===== src/rtl/microwave_timer_pkg.sv =====
// Shared constants and types for the microwave M:SS BCD countdown timer.
package microwave_timer_pkg;

    localparam int unsigned DIGIT_W       = 4;
    localparam int unsigned MOD_DECIMAL   = 10;
    localparam int unsigned MOD_SEC_TENS  = 6;
    localparam logic [DIGIT_W-1:0] MAX_BCD = 4'd9;

    typedef logic [DIGIT_W-1:0] bcd_t;

endpackage


===== src/rtl/microwave_timer_bcd_down_digit.sv =====
// One BCD down-counting digit: parallel load, decrement on borrow_in, wraps to MODULUS-1.
module bcd_down_digit
    import microwave_timer_pkg::*;
#(
    parameter int unsigned MODULUS = MOD_DECIMAL
) (
    input  logic               clk,
    input  logic               clrn,
    input  logic               load,
    input  logic [DIGIT_W-1:0] load_value,
    input  logic               borrow_in,
    output logic [DIGIT_W-1:0] digit,
    output logic               borrow_out
);

    bcd_t digit_next;

    always_comb begin
        digit_next = digit;
        if (load) begin
            digit_next = load_value;
        end else if (borrow_in) begin
            // Out-of-range values above MODULUS-1 still just decrement toward zero.
            if (digit == '0) begin
                digit_next = DIGIT_W'(MODULUS - 1);
            end else begin
                digit_next = digit - DIGIT_W'(1);
            end
        end
    end

    always_ff @(posedge clk or negedge clrn) begin
        if (!clrn) begin
            digit <= '0;
        end else begin
            digit <= digit_next;
        end
    end

    assign borrow_out = borrow_in && (digit == '0);

endmodule


===== src/rtl/microwave_timer.sv =====
// Three-digit M:SS countdown: keypad shift-load, per-tick decrement, holds at 0:00.
module microwave_timer
    import microwave_timer_pkg::*;
(
    input  logic               clk,
    input  logic               clrn,
    input  logic               loadn,
    input  logic               en,
    input  logic [DIGIT_W-1:0] data,
    output logic [DIGIT_W-1:0] sec_ones,
    output logic [DIGIT_W-1:0] sec_tens,
    output logic [DIGIT_W-1:0] mins,
    output logic               zero,
    output logic               tc
);

    logic load_shift;
    logic count;
    logic ones_borrow;
    logic tens_borrow;
    logic mins_borrow;

    // Invalid keypad digits are dropped entirely rather than falling through to count.
    assign load_shift = !loadn && (data <= MAX_BCD);
    assign count      = loadn && en && !zero;

    bcd_down_digit #(.MODULUS(MOD_DECIMAL)) u_sec_ones (
        .clk        (clk),
        .clrn       (clrn),
        .load       (load_shift),
        .load_value (data),
        .borrow_in  (count),
        .digit      (sec_ones),
        .borrow_out (ones_borrow)
    );

    bcd_down_digit #(.MODULUS(MOD_SEC_TENS)) u_sec_tens (
        .clk        (clk),
        .clrn       (clrn),
        .load       (load_shift),
        .load_value (sec_ones),
        .borrow_in  (ones_borrow),
        .digit      (sec_tens),
        .borrow_out (tens_borrow)
    );

    bcd_down_digit #(.MODULUS(MOD_DECIMAL)) u_mins (
        .clk        (clk),
        .clrn       (clrn),
        .load       (load_shift),
        .load_value (sec_tens),
        .borrow_in  (tens_borrow),
        .digit      (mins),
        .borrow_out (mins_borrow)
    );

    assign zero = (mins == '0) && (sec_tens == '0) && (sec_ones == '0);
    assign tc   = en && loadn && (mins == '0) && (sec_tens == '0)
               && (sec_ones == DIGIT_W'(1));

    logic unused_ok;
    assign unused_ok = mins_borrow;

endmodule


===== config.mk =====
export PLATFORM = sky130hd
export DESIGN_NAME = microwave_timer
export DESIGN_NICKNAME = d
export VERILOG_FILES = /design/src/rtl/microwave_timer_pkg.sv /design/src/rtl/microwave_timer_bcd_down_digit.sv /design/src/rtl/microwave_timer.sv
export SDC_FILE = /design/constraint.sdc
export NUM_CORES = 1
export LEC_CHECK = 0
export ABC_CLOCK_PERIOD_IN_PS = 5900
export CAP_MARGIN = 30
export CORE_AREA = 2 2 43 45
export CTS_CLUSTER_SIZE = 12
export DETAILED_ROUTE_END_ITERATION = 8
export DIE_AREA = 0 0 45 47
export PLACE_DENSITY_LB_ADDON = 0.25
export SLEW_MARGIN = 25
export SYNTH_ARGS = -nofsm -noshare
export SYNTH_HDL_FRONTEND = slang
export SYNTH_HIERARCHICAL = 1
export SYNTH_SLANG_ARGS = --single-unit

===== constraint.sdc =====
create_clock -name clk -period 5.9 [get_ports clk]
set_clock_uncertainty 0.15 [all_clocks]
set_input_delay 0.885 -clock clk [delete_from_list [all_inputs] [get_ports clk]]
set_output_delay 0.885 -clock clk [all_outputs]
set_load 0.05 [all_outputs]

======== Word-level counts from Yosys, hierarchy flattened ========
Cells that the tools add are included.
cells by class
  $mul .................................... 0
  div/mod/pow operators ................... 0
  shift-type cells ........................ 0
  magnitude comparators ................... 1
  bitwise logic cells ..................... 0
  reductions and logical operators ........ 18
  add/subtract/negate cells ............... 3
  eq/ne operators ......................... 1
  mux-type cells .......................... 9
operators by type and width
  operator               number
  $mux W4                9
  $logic_not A4 Y1       3
  $sub A4 B1 Y4 const B  3
  $logic_and A1 B1 Y1    10
  $reduce_bool A2 Y1     3
  $eq A4 B1 Y1 const B   1
  $le A4 B4 Y1 const B   1
  $logic_not A1 Y1       2
word-level totals
  memories kept ........................... 0
  bits of input ports ..................... 8
  RAM bits ................................ 0
  bits in latches ......................... 0
  register bits after elaboration ......... 12
  bits in read-only memories .............. 0
  logic and storage cells ................. 35
  output and inout bits ................... 14

======== Longest topological paths before layout ========
  word-level depth ........................ 9
  gate-level depth with buffers ........... 9

======== By module ========
Netlist, hierarchy kept.
by module, submodules not included
  module                        instances  seq. area each (um^2)  area each (um^2)  cells each
  bcd_down_digit at u_mins ...  2          100.1                  231.5             22
  bcd_down_digit at u_sec_tens  1          100.1                  201.4             21
  microwave_timer               1          0.0                    75.1              10

======== Least setup slack after synthesis ========
Ideal clock, no wire load.
  path type ............................... flip-flop to output port
  from .................................... reg u_mins.digit[0]
  to ...................................... out zero
  buffers on the path ..................... 0
  arrival time ............................ 2.329 ns
  cell stages (with the launch flop) ...... 3
  setup slack ............................. 2.536 ns
  data required time ...................... 4.865 ns
  cells stage by stage .................... dfrtp_1 -> or4_1 -> nor3_1
on the way
  word-level cells in the longest chain between the ends .. 3
ends and longest elaborated chain
  item                              line                                  source
  start, declared                   microwave_timer_bcd_down_digit.sv:12  output logic [DIGIT_W-1:0] digit,
  start signal, assigned            microwave_timer_bcd_down_digit.sv:36  digit <= digit_next;
  $logic_not A4 Y1                  --
  $logic_and A1 B1 Y1 (2 in a row)  microwave_timer.sv:57                 assign zero = (mins == '0) && (sec_tens == '0) && (sec_ones == '0);
  end, declared                     microwave_timer.sv:13                 output logic zero,
No other way between the ends.

======== Worst setup path in the final report ========
  from .................................... in loadn
  to ...................................... reg u_mins.digit[2]
on the way
  word-level cells in the longest chain between the ends .. 5
  elaborated cells on any way between the ends .. 8
  classes of those cells .................. 1 x mux; 7 x reduce/logical
ends and longest elaborated chain
  item                                 line                                  source
  start, declared                      microwave_timer.sv:7                  input logic loadn,
  $logic_and A1 B1 Y1 (2 in a row)     microwave_timer.sv:25                 assign count = loadn && en && !zero;
  via count                            microwave_timer.sv:18                 logic count;
  $logic_and A1 B1 Y1                  microwave_timer_bcd_down_digit.sv:40  assign borrow_out = borrow_in && (digit == '0);
  via ones_borrow                      microwave_timer.sv:19                 logic ones_borrow;
  $logic_and A1 B1 Y1                  microwave_timer_bcd_down_digit.sv:40
  via tens_borrow                      microwave_timer.sv:20                 logic tens_borrow;
  $reduce_bool A2 Y1 (no source line)  --
The timed path passes the listed nets, and every way through them passes these cells.
A chain may end at the register's enable or synchronous reset.

==> impl_metrics.yaml <==
route:
  vias: 624
  drt-initial-drc-count: 3
  wl_per_cell_um: 13.2
  postRouteAntennaNets: 0
  viasPerCell: 5.33
  wirelength_um: 1550
  route.detailed.drc: 0
  first_pass_iters: 4
floorplan:
  coreArea_sq_um: 1650
  ioPinCount: 22
  design.die.area_sq_um: 2120
  die_h_um: 47
  start_util: 0.444
  die_width_um: 45
  rows: 15
min_path:
  hold_start: "u_sec_tens/digit[2]"
  min_path_cells: 2
  hp-class: "reg -> reg"
  holdPathEnd: "u_mins/digit[2]"
clocking:
  clock_sinks: 12
  post_cts_buffers: 0
  clkTransAtPathRegs_ns: 0.07
  h-tree-depth: 1
  clockRootBuffer: "clkbuf_4"
  cts-buffers-inserted: 3
  postCtsResizedCells: 0
  clock_path_buffers: 2
  clock_latency_ns: 0.27
  cts_hold_buf: 0
  cts_tree: "done"
timing:
  setup_viol: 0
  setup_slack_ns: 2.35
  rsz0062_at_grt: "no"
  tightestPinTransition_ns: 0.538
  maxSlewViolCount: 0
  fmax_ghz: 0.282
  fin_crit_sh: 0.601
  slew_headroom: 0.640
  post-route-min-period_ns: 3.55
  hold_viol: 0
  setup-tns-final_ns: 0
layout:
  antenna_cells: 0
  nNetsFinal: 109
  fill_cells: 147
  drive_gt1_frac: 0.100
  areaGrowthSynthToFinish_pct: 37.5
  instances_no_fill: 117
yosys:
  postSynthCellCount: 74
  synthesis.nets: 82
  syn_area_sq_um: 733
  yosys_warnings: 6
  syn_area_per_cell_sq_um: 9.91
place:
  dp_slack_ns: 2.08
  routabilityCongestion: 0.747
  io_buffer_count: 21
  place_hpwl_um: 1140
  place_inst: 113
setup_path:
  crit_fanout: 4
  ff2ff_setup_slack_ns: 2.87
  crit_start: "loadn"
  crit_required_ns: 5.89
  path_class: "in -> reg"
  cp.arrival_ns: 3.54
  r2r_cells: 9
  end_kind: "flop"
  rr_endpoint: "u_mins/digit[2]"
  crit_path_start_kind: "input port"
  reg2reg_from: "u_sec_ones/digit[0]"
power:
  vdd_drop_max_mv: 0.245
  leakagePower_nw: 0.361
  p_per_area_nw_per_um2: 355
global_routing:
  gr-usage-all-layers: 0.169
  antenna_found_initial: 0
  grt_pass1_vias: 536
  grt_remaining_overflow: 0
  grt_max_degree: 25
  grt_pass1_wl_um: 2620
job:
  maxCapViolations: 0
outcome:
  status: "completed"
[report_power, final]
part	leakage, nW	switching (mW)	internal [mW]	total [mW]
clock network	0.0210	0.0258	0.0375	0.0632
registers	0.146	0.0374	0.100	0.138
logic	0.194	0.0963	0.0606	0.157
[flip-flops by register name, summed over array words and instances (netlist names)]
name and flops:
u_sec_tens/digit 4, u_mins/digit 4, u_sec_ones/digit 4
[layout by cell type, fill, tap and decap left out]
master           count
nor2b_1              4
o21a_1               1
and2_1               1
and2b_1              2
or4_1                3
buf_4                1
a21oi_1              6
nand2_1             10
o31a_1               1
o21ai_1              5
nor3_1               1
or4b_1               1
dfrtp_1             12
nor2_1               2
clkbuf_8             1
clkdlybuf4s50_1     21
clkbuf_4             3
xnor2_1              6
nor4b_4              2
nor3b_2              3
nor4b_1              1
o21ai_0              7
mux2i_1              2
and4bb_1             1
nand2b_1             3
[per-layer routing]
layer	global-route usage	up-vias	wire length, um
li1	-	319	-
met1	0.260	289	801
met2	0.229	16	676
met3	0.0577	0	69
met4	0.0353	0	0
met5	0	-	0
[per-stage QoR]
step	hold WS (ns)	utilization	cell area [sq um]	total power, mW
CTS	0.450	0.611	1010	0.362
detailed placement	0.432	0.589	972	0.296
finish	0.447	0.611	1010	0.358
global route	0.509	0.611	1010	0.378
floorplan	0.439	-	733	0.238
global placement	0.442	0.589	972	0.295
[worst max-delay path: stages]
cell             delay [ns]
clkdlybuf4s50_1        0.47
and2_1                 0.15
o31a_1                 0.22
nor4b_4                0.25
nor2b_1                0.28
or4b_1                 0.49
nor2_1                 0.24
nor3b_2                0.27
mux2i_1                0.20
o21ai_0                0.08
[how the worst max path moves through the flow]
stage | slack (ns) | end
global placement | 2.15 | u_mins/digit[2]
finish | 2.35 | u_mins/digit[2]
floorplan | 2.54 | zero
CTS | 2.37 | tc
detailed placement | 2.08 | u_mins/digit[2]
global route | 2.18 | u_mins/digit[2]
[cell type report]
cell class / instances / area (sq um) / area share
flip-flops and latches: 12 / 300 / 0.298
clock buffers: 4 / 36.3 / 0.0360
well taps: 17 / 21.3 / 0.0211
repair buffers: 22 / 218 / 0.216
multi-input cells: 62 / 433 / 0.429
No activity file was read; power rests on OpenSTA's default activity.
